==> config.mk <==
export PLATFORM = sky130hd
export DESIGN_NAME = mac_lane_scheduler
export DESIGN_NICKNAME = d
export VERILOG_FILES = /design/src/rtl/mac_lane_scheduler_pkg.sv /design/src/rtl/mac_lane_scheduler_rr_arbiter.sv /design/src/rtl/mac_lane_scheduler.sv
export SDC_FILE = /design/constraint.sdc
export NUM_CORES = 1
export LEC_CHECK = 0
export ABC_AREA = 0
export BUFFER_PORTS_ARGS = -buffer_cell sky130_fd_sc_hd__buf_4
export CAP_MARGIN = 5
export CORE_AREA = 2 2 162 164
export CTS_BUF_LIST = sky130_fd_sc_hd__clkbuf_2
export DETAILED_ROUTE_END_ITERATION = 12
export DIE_AREA = 0 0 164 166
export PLACE_DENSITY_LB_ADDON = 0.25
export SYNTH_ARGS = -nofsm -noshare
export SYNTH_HDL_FRONTEND = slang
export SYNTH_SLANG_ARGS = --single-unit
==> constraint.sdc <==
create_clock -name clock -period 9.2 [get_ports clock]
set_input_delay 1.38 -clock clock [delete_from_list [all_inputs] [get_ports clock]]
set_output_delay 1.38 -clock clock [all_outputs]
set_load 0.01 [all_outputs]
==> src/rtl/mac_lane_scheduler_pkg.sv <==
// Shared sizing constants and index types for the multiply-add lane scheduler.
package mac_lane_scheduler_pkg;
    localparam int STREAMS      = 4;
    localparam int REQUESTERS   = 4;
    localparam int LANE_LATENCY = 4;
    localparam int INPUT_SIZE   = 16;
    localparam int OUTPUT_SIZE  = 32;

    typedef logic [$clog2(REQUESTERS)-1:0] req_id_t;
    typedef logic [$clog2(STREAMS)-1:0]    lane_idx_t;

    // Index width that stays legal for single-entry vectors.
    function automatic int idx_width(input int n);
        return (n > 1) ? $clog2(n) : 1;
    endfunction
endpackage

==> src/rtl/mac_lane_scheduler_rr_arbiter.sv <==
// Round-robin one-hot arbiter; priority starts just after the last accepted grant.
module rr_arbiter #(
    parameter int WIDTH = 4
) (
    input  logic             clock,
    input  logic             reset_n,
    input  logic [WIDTH-1:0] request,
    input  logic             enable,
    input  logic             accept,
    output logic [WIDTH-1:0] grant
);
    import mac_lane_scheduler_pkg::*;

    localparam int PW = idx_width(WIDTH);

    logic [PW-1:0] ptr_q;
    logic [PW-1:0] ptr_next;

    always_comb begin
        logic [PW-1:0] idx;
        logic          found;
        grant    = '0;
        ptr_next = ptr_q;
        found    = 1'b0;
        idx      = '0;
        for (int k = 0; k < WIDTH; k++) begin
            idx = PW'((int'(ptr_q) + k) % WIDTH);
            if (enable && !found && request[idx]) begin
                found      = 1'b1;
                grant[idx] = 1'b1;
                ptr_next   = PW'((int'(idx) + 1) % WIDTH);
            end
        end
    end

    always_ff @(posedge clock) begin
        if (!reset_n) begin
            ptr_q <= '0;
        end else if (accept && (|grant)) begin
            ptr_q <= ptr_next;
        end
    end
endmodule

==> src/rtl/mac_lane_scheduler.sv <==
// Arbitrates requesters onto round-robin allocated multiply-add lanes and
// returns each lane result tagged with the requester that issued it.
module mac_lane_scheduler #(
    parameter int REQUESTERS   = mac_lane_scheduler_pkg::REQUESTERS,
    parameter int STREAMS      = mac_lane_scheduler_pkg::STREAMS,
    parameter int LANE_LATENCY = mac_lane_scheduler_pkg::LANE_LATENCY,
    parameter int INPUT_SIZE   = mac_lane_scheduler_pkg::INPUT_SIZE,
    parameter int OUTPUT_SIZE  = mac_lane_scheduler_pkg::OUTPUT_SIZE
) (
    input  logic                                     clock,
    input  logic                                     reset_n,
    input  logic [REQUESTERS-1:0]                    req_valid,
    output logic [REQUESTERS-1:0]                    req_ready,
    input  logic [REQUESTERS-1:0][INPUT_SIZE-1:0]    req_a,
    input  logic [REQUESTERS-1:0][INPUT_SIZE-1:0]    req_b,
    input  logic [REQUESTERS-1:0][INPUT_SIZE-1:0]    req_c,
    output logic [STREAMS-1:0]                       lane_issue,
    output logic [INPUT_SIZE-1:0]                    lane_a,
    output logic [INPUT_SIZE-1:0]                    lane_b,
    output logic [INPUT_SIZE-1:0]                    lane_c,
    input  logic [STREAMS-1:0][OUTPUT_SIZE-1:0]      lane_result,
    output logic                                     res_valid,
    output logic [mac_lane_scheduler_pkg::idx_width(REQUESTERS)-1:0] res_id,
    output logic [OUTPUT_SIZE-1:0]                   res_data,
    output logic                                     busy
);
    import mac_lane_scheduler_pkg::*;

    localparam int IW    = idx_width(REQUESTERS);
    localparam int LW    = idx_width(STREAMS);
    localparam int OCC_W = idx_width(LANE_LATENCY);

    logic [REQUESTERS-1:0]          req_grant;
    logic [STREAMS-1:0]             lane_free;
    logic [STREAMS-1:0]             lane_grant;
    logic                           handshake;
    logic [IW-1:0]                  grant_id;
    logic [LW-1:0]                  grant_lane;
    logic [INPUT_SIZE-1:0]          op_a;
    logic [INPUT_SIZE-1:0]          op_b;
    logic [INPUT_SIZE-1:0]          op_c;

    logic [STREAMS-1:0][OCC_W-1:0]  occ_cnt;
    logic [STREAMS-1:0][IW-1:0]     tag_q;
    logic [LANE_LATENCY:0]          pipe_valid;
    logic [LANE_LATENCY:0][LW-1:0]  pipe_lane;
    logic [IW-1:0]                  cap_id;

    rr_arbiter #(.WIDTH(REQUESTERS)) u_req_arb (
        .clock   (clock),
        .reset_n (reset_n),
        .request (req_valid),
        .enable  (reset_n & (|lane_free)),
        .accept  (handshake),
        .grant   (req_grant)
    );

    rr_arbiter #(.WIDTH(STREAMS)) u_lane_arb (
        .clock   (clock),
        .reset_n (reset_n),
        .request (lane_free),
        .enable  (reset_n & (|req_valid)),
        .accept  (handshake),
        .grant   (lane_grant)
    );

    assign req_ready = req_grant;
    assign handshake = |req_grant;

    always_comb begin
        for (int s = 0; s < STREAMS; s++) begin
            lane_free[s] = (occ_cnt[s] == '0);
        end
    end

    always_comb begin
        grant_id   = '0;
        grant_lane = '0;
        op_a       = '0;
        op_b       = '0;
        op_c       = '0;
        for (int r = 0; r < REQUESTERS; r++) begin
            if (req_grant[r]) begin
                grant_id = IW'(r);
                op_a     = req_a[r];
                op_b     = req_b[r];
                op_c     = req_c[r];
            end
        end
        for (int s = 0; s < STREAMS; s++) begin
            if (lane_grant[s]) begin
                grant_lane = LW'(s);
            end
        end
    end

    // A lane may be re-issued one cycle before its previous op is captured, so the
    // tag is copied out of the lane register the cycle before that overwrite lands.
    always_ff @(posedge clock) begin
        if (!reset_n) begin
            occ_cnt    <= '0;
            tag_q      <= '0;
            pipe_valid <= '0;
            pipe_lane  <= '0;
            cap_id     <= '0;
            lane_issue <= '0;
            lane_a     <= '0;
            lane_b     <= '0;
            lane_c     <= '0;
            res_valid  <= 1'b0;
            res_id     <= '0;
            res_data   <= '0;
        end else begin
            for (int s = 0; s < STREAMS; s++) begin
                if (handshake && lane_grant[s]) begin
                    occ_cnt[s] <= OCC_W'(LANE_LATENCY - 1);
                    tag_q[s]   <= grant_id;
                end else if (occ_cnt[s] != '0) begin
                    occ_cnt[s] <= occ_cnt[s] - OCC_W'(1);
                end
            end
            lane_issue <= handshake ? lane_grant : '0;
            if (handshake) begin
                lane_a <= op_a;
                lane_b <= op_b;
                lane_c <= op_c;
            end
            pipe_valid <= {pipe_valid[LANE_LATENCY-1:0], handshake};
            pipe_lane  <= {pipe_lane[LANE_LATENCY-1:0], grant_lane};
            cap_id     <= tag_q[pipe_lane[LANE_LATENCY-1]];
            res_valid  <= pipe_valid[LANE_LATENCY];
            if (pipe_valid[LANE_LATENCY]) begin
                res_id   <= cap_id;
                res_data <= lane_result[pipe_lane[LANE_LATENCY]];
            end
        end
    end

    assign busy = (|pipe_valid) | ~(&lane_free);
endmodule

==> summary.md, run 1 <==
| Metric | Value |
|---|---|
| Setup TNS | 0 ns |
| Die ar. | 27220 sq um |
| Largest net degree at the start of global routing | ~90 |
| GRT Overall Usage | between 20% and 30% |
| Number of hold buffers added after cts | 0 |
| Outcome | complete, no violations |
| Final hold viol count | 0 |
| VDD IR max | 0.1904 mV |
| Yosys warnings | 0 |
| First-pass GRT wire length | between 40 and 50 mm |
| RSZ-0062 raised after global routing | false |
| Crit Path Class | reg -> out |
| Synthesized Nets | roughly 1.1k |
| Hold Path Class | reg -> reg |
| Synth top area share | between 30% and 40% |
| Sw Share | approximately two fifths |
| Clk sink count | 124 |
| Cell Rows | 59 |
| Area occupied by multi-input gates | 4210 sq um |
| Synth area leaders | dfxtp_1 (35%), mux4_2 (13%), a221oi_1 (6.1%) |
| H-tree levels | 4 |
| TritonRoute pass-1 iters | 5 |
| Slew margin rel. | a little under a quarter |
| Fillcell total | 2619 |
| Initial Util | 27.63% |
| Area of the core | 25620 sq um |
| CTS tree | built |
| Commonest non-fill, non-tap cell in the layout | buf_4 |
| Worst Tran Pin Value | between 1 and 1.5 ns |
| EDFF count, synth | 0 |
| Vias in the first global route | around 7.4k |
| Die height | approximately 170 um |
| Largest stage delay on the critical path | between 0.6 and 0.7 ns |
| CTS clk-pin slew, worst paths | approximately 0.22 ns |
| Slew Viols, Final | 0 |
| CP cell instances | inv_1 -> ha_1 -> mux4_2 -> nor2b_1 -> and2_1 -> a221oi_4 -> buf_4 -> inv_2 -> buf_4 -> buf_4 |
| Peak Freq | between 150 and 200 MHz |
| Clk_lat worst skew | 0.71 ns |
| CP Capture Type | output port |
| Cells after Synth | between 700 and 800 |
| Post-route cell area | ~11000 sq um |
| Max Cap Viol | 0 |
| Hpwl dp | approximately 22 mm |
| CTS Buf Count | 17 |
| Via density | ~5.1 |
| Slowest CP cell | dfxtp_1 |
| Post-CTS setup buffer count | 0 |
| WP data arrival | between 4 and 5 ns |
| Layout cells sized above 1 | 46.88% |
| Initial antenna violation count | 1 |
| Final setup vio count | 0 |
| Final clock skew | between 0.04 and 0.05 ns |
| WHS | 0.4317 ns |
| Buffers on Ports | 417 |
| Final Cycle Share | 63.93% |
| Storage element area | 2485 sq um |
| CTS Buffer Depth | 2 |
| Inst Count DP | 1408 |
| Sequential cell area fraction in the yosys report | a little over a third |
| Synth cell types | 57 |
| Leak Pwr | about 4.6 nW |
| Worst setup SP type | flip-flop |
| Post-cts resize count | 0 |
| Reg power frac | a little under a third |
| Die X | about 160 um |
| Clk pwr share | between 10% and 20% |
| Placed cell areas | 10380 sq um |
| DR DRC count | 0 |
| Congestion Overflow GR | 0 |
| GP Congestion | about 0.86 |
| Clock Tree Root | clkbuf_2 |
| DR vias | roughly 7.4k |
| CP bufs+invs | 5 |
| Comb pwr share | a little over half |
| Antenna-violating nets left | 0 |
| Most frequent CP cell | buf_4 |
| 1st-iter DRT viols | 360 |
| WP data required | just under 8 ns |
| Cell Area, Synth | 7077 sq um |
| Finished Layout Cells | about 1.4k |
| Synth async-reset ratio | 0% |
| Commonest non-fill, non-tap cells in the layout | buf_4 (426), dfxtp_1 (122), nand2_1 (70), a21oi_1 (53) |
| Routed len/inst | between 15 and 20 um |
| Tmin final | 5.882 ns |
| Sw Pwr | 982.9 uW |
| Area grow syn2layout | 50.53% |
| Int Pwr | between 1 and 1.5 mW |
| Synth Flop Type | dfxtp_1 |
| PD cells | ~220 nW/um^2 |
| Syn avg cell area | 9.884 sq um |
| Drt total wl | roughly 28 mm |
| Io pins | approximately 420 |
| Max FO, Critical Path | 52 |
| Crit path max-delay family | buffers and inverters |
| Flops & latches, synth | about 120 |
| Final net count | between 1k and 1.5k |
| Synth area leader | dfxtp_1 |
[through the flow]
step | util [%] | power, mW | setup WS, ns
after floorplan | - | 1.543 | 4.660
after global placement | 40.52 | 1.962 | 3.745
after detailed placement | 40.52 | 1.970 | 3.692
after CTS | 41.58 | 2.380 | 3.221
after global routing | 41.59 | 2.526 | 3.008
final | 41.59 | 2.350 | 3.318
[kinds of logic after synthesis]
logic type / synth area share, %
muxes: 18.62
AOI/OAI and AO/OA: 25.94
buffers and inverters: 5.534
adders and majority gates: 2.299
DFF: 35.08
xor gates and xnor gates: 0.4951
and+or+nand+nor: 12.04
[path summary, 6_finish.rpt]
check                            endpoint  depth (start not counted)                            start  slack (ns)
hold / removal    pipe_lane[5]$_SDFF_PN0_                          1          pipe_lane[3]$_SDFF_PN0_        0.43
hold reg to reg   pipe_lane[5]$_SDFF_PN0_                          1          pipe_lane[3]$_SDFF_PN0_        0.43
setup reg to reg   lane_b[2]$_SDFFE_PN0N_                         13  u_req_arb.ptr_q[0]$_SDFFE_PN0P_        4.20
setup / recovery             req_ready[3]                         10  u_req_arb.ptr_q[0]$_SDFFE_PN0P_        3.32
[state kept, by name, indices dropped and copies added (netlist names)]
register	count
res_data	32
res_valid	1
u_lane_arb.ptr_q	2
pipe_lane	10
lane_b	16
res_id	2
lane_c	16
u_req_arb.ptr_q	2
pipe_valid	5
lane_issue	4
tag_q	8
lane_a	16
cap_id	2
occ_cnt	8
[final cells by class]
cell class	count	share of cell area [%]
Multi-Input combinational cell	505	39.52
Timing Repair Buffer	426	30.02
Sequential cell	124	23.33
Tap cell	335	3.935
Clock inverter	14	1.691
Clock buffer	18	0.8457
Inverter	18	0.6343
Antenna cell	1	0.02349
[worst reg2reg max path, cell delays in order, from the launching register on]
cell and delay, ns:
dfxtp_1 0.66, inv_1 0.17, ha_1 0.44, mux4_2 0.52, nor2b_1 0.16, and2_1 0.26
a221oi_4 0.24, buf_4 0.50, inv_2 0.24, nor4_4 0.17, buf_4 0.56, inv_2 0.53
o21ai_0 0.37, a21oi_1 0.06
[cell usage after synthesis (4+ instances only)]
| master | number |
|---|---|
| nand3_1 | 4 |
| a21boi_1 | 6 |
| buf_2 | 10 |
| o21ai_0 | 45 |
| clkbuf_1 | 44 |
| mux2i_1 | 36 |
| buf_6 | 6 |
| buf_1 | 7 |
| inv_1 | 13 |
| nand2_1 | 70 |
| mux4_2 | 42 |
| nor2_1 | 9 |
| a22o_1 | 49 |
| a21o_1 | 4 |
| nor2b_1 | 37 |
| and2_1 | 18 |
| inv_2 | 5 |
| ha_1 | 13 |
| nor4_1 | 4 |
| o21ai_1 | 15 |
| o211a_1 | 4 |
| a21oi_1 | 53 |
| nand3b_1 | 4 |
| dfxtp_1 | 124 |
| a221oi_1 | 49 |
[layer usage]
layer,wire length (um),vias up,part of all wire (%),global-route usage [%]
met4,615,0,2.2,6.407
met1,10950,3508,39,23.42
met5,0,-,0,0
met2,14380,348,51,35.51
li1,-,3486,-,-
met3,2367,33,8.4,5.495
[power by group through the flow]
stage	clock network, mW	registers [mW]	logic (mW)
floorplan	0	0.748	0.795
global placement	0	0.735	1.23
detailed placement	0	0.735	1.23
CTS	0.415	0.726	1.24
global route	0.434	0.740	1.35
finish	0.392	0.726	1.23
(Power assumes the default switching activity.)
==> run 2, diff against run 1 <==
==> constraint.sdc (replaced) <==
create_clock -name clock -period 5.8 [get_ports clock]
set_input_delay 0.87 -clock clock [delete_from_list [all_inputs] [get_ports clock]]
set_output_delay 0.87 -clock clock [all_outputs]
set_load 0.01 [all_outputs]
==> run 2 against run 1 <==
  * Total power increased by 60%
  * Die area unchanged
  * First-iteration DRC count decreased by 3.9%
  * Clock skew increased by 0.0075 ns
  * Via count decreased by 1.2%
  * Design area increased by 0.28%
  * Global-route usage decreased by 0.59 points
  * Register-to-register slack got worse by 3.2 ns
  * Worst setup slack got worse by 2.6 ns
  * Utilization increased by 0.12 points
  * Cell count about the same
  * Largest cell class unchanged
  * Highest routed layer unchanged
==> summary.md, run 2 (same netlist as run 1, synthesis figures left out) <==
| Metric | Value |
|---|---|
| Vias in the first global route | ~7.3k |
| TritonRoute pass-1 iters | 4 |
| Max Cap Viol | 0 |
| Die ar. | roughly 27000 sq um |
| DR vias | 7289 |
| Die height | 166 um |
| Initial antenna violation count | 1 |
| VDD IR max | approximately 0.21 mV |
| Sw Pwr | ~1.5 mW |
| Clk pwr share | 17.6% |
| Clock Tree Root | clkbuf_2 |
| Leak Pwr | around 4.6 nW |
| Largest stage delay on the critical path | ~0.65 ns |
| Outcome | complete, no violations |
| Commonest non-fill, non-tap cells in the layout | buf_4 (426), dfxtp_1 (122), nand2_1 (70), a21oi_1 (53) |
| CP Capture Type | output port |
| Congestion Overflow GR | 0 |
| Commonest non-fill, non-tap cell in the layout | buf_4 |
| Clk sink count | around 120 |
| Final net count | 1431 |
| Area grow syn2layout | 50.95% |
| Hpwl dp | about 21 mm |
| Met1 Routed Length | ~11 mm |
| WP data required | 4.93 ns |
| Comb pwr share | approximately half |
| Via density | slightly above 5 |
| CTS Buffer Depth | 2 |
| Area occupied by multi-input gates | about 4200 sq um |
| Met2 wire length | 14.09 mm |
| Slew Viols, Final | 0 |
| WHS | approximately 0.43 ns |
| Final Cycle Share | a little under 90% |
| Setup TNS | 0 ns |
| Finished Layout Cells | roughly 1.4k |
| Inst Count DP | 1408 |
| CTS clk-pin slew, worst paths | ~0.24 ns |
| WP data arrival | approximately 4.2 ns |
| PD cells | approximately 350 nW/um^2 |
| Hold Path Class | reg -> reg |
| Crit Path Class | reg -> out |
| Buffers on Ports | between 400 and 500 |
| Storage element area | approximately 2500 sq um |
| Slew margin rel. | 24.01% |
| Met3 WL | between 2 and 2.5 mm |
| CTS Buf Count | 17 |
| Sw Share | between 40% and 50% |
| CP cell instances | inv_1 -> ha_1 -> mux4_2 -> nor4b_4 -> a32o_1 -> nor2_1 -> inv_2 -> buf_4 -> buf_4 |
| Worst Tran Pin Value | roughly 1.1 ns |
| Largest net degree at the start of global routing | between 70 and 80 |
| 1st-iter DRT viols | roughly 350 |
| DR DRC count | 0 |
| Die X | 164 um |
| Reg power frac | between 30 and 40% |
| Post-route cell area | approximately 11000 sq um |
| Final hold viol count | 0 |
| Peak Freq | 198.5 MHz |
| Post-CTS setup buffer count | 0 |
| RSZ-0062 raised after global routing | false |
| GRT Overall Usage | 19.53% |
| Cell Rows | 59 |
| Placed cell areas | 10380 sq um |
| Worst setup SP type | flip-flop |
| Final setup vio count | 0 |
| Max reg flops | 32 |
| Fillcell total | ~2.6k |
| Post-cts resize count | 0 |
| Clk_lat worst skew | between 0.6 and 0.7 ns |
| Crit path max-delay family | buffers and inverters |
| GP Congestion | 0.8450 |
| CTS tree | built |
| First-pass GRT wire length | just over 40 mm |
| Pre-CTS setup slack | approximately 1.1 ns |
| Tmin final | 5.038 ns |
| Routed len/inst | just under 20 um |
| Final clock skew | 0.05566 ns |
| Number of hold buffers added after cts | 0 |
| Setup ws final | around 0.76 ns |
| Most frequent CP cell | buf_4 |
| CP bufs+invs | 4 |
| Io pins | approximately 420 |
| Area of the core | ~26000 sq um |
| H-tree levels | 4 |
| Antenna-violating nets left | 0 |
| Max FO, Critical Path | 52 |
| Layout cells sized above 1 | 46.88% |
| Top reg by flops | res_data |
| Slowest CP cell | dfxtp_1 |
| Uppermost layer routed | met4 |
| Drt total wl | 27.95 mm |
| Int Pwr | around 2.2 mW |
| Initial Util | 27.63% |
[run 2: cell count changes in the layout (fill, tap and decap cells not counted)]
cell	previous run	this run
bufinv_16	3	4
clkbuf_2	18	17
clkinv_4	2	5
diode_2	1	2
inv_6	6	2
inv_8	0	1
[run 2: layer usage]
metal,global-route usage [%],vias to the layer above
met4,6.255,0
li1,-,3490
met1,22.22,3442
met3,5.420,27
met5,0,-
met2,35.00,330
[run 2: power groups by stage]
stage	Clock [mW]	Combinational (mW)	Sequential [mW]
2_1_floorplan	0	1.26	1.19
3_3_place_gp	0	1.93	1.17
3_5_place_dp	0	1.94	1.17
4_1_cts	0.685	1.95	1.15
5_1_grt	0.718	2.12	1.18
6_report	0.661	1.94	1.15
[run 2: area by class of cell]
cell class | instances | area share [%]
antenna | 2 | 0.04685
clock buffer | 17 | 0.7964
clock inverter | 15 | 1.991
inverter | 18 | 0.6325
multi-input combinational | 505 | 39.41
sequential | 124 | 23.26
tap | 335 | 3.924
timing repair buffer | 426 | 29.94
[run 2: through the flow]
stage	util [%]	total power [mW]
floorplan	-	2.447
global placement	40.52	3.095
detailed placement	40.52	3.106
CTS	41.68	3.784
global route	41.70	4.020
finish	41.70	3.755
[run 2: worst paths after layout]
kind / startpoint / endpoint / slack, ns / cells after the start
hold reg to reg: pipe_lane[1]$_SDFF_PN0_ / pipe_lane[3]$_SDFF_PN0_ / 0.43 / 1
setup reg to reg: u_req_arb.ptr_q[0]$_SDFFE_PN0P_ / lane_b[2]$_SDFFE_PN0N_ / 1.05 / 11
setup / recovery: u_req_arb.ptr_q[0]$_SDFFE_PN0P_ / req_ready[2] / 0.76 / 9
hold / removal: pipe_lane[1]$_SDFF_PN0_ / pipe_lane[3]$_SDFF_PN0_ / 0.43 / 1
[run 2: worst reg2reg max path: stages (launching register included)]
cell	delay (ns)
dfxtp_1	0.65
inv_1	0.15
ha_1	0.42
mux4_2	0.51
nor2b_1	0.16
and2_1	0.26
a221oi_4	0.39
inv_2	0.13
nor4_4	0.86
inv_2	0.62
o21ai_0	0.39
a21oi_1	0.07
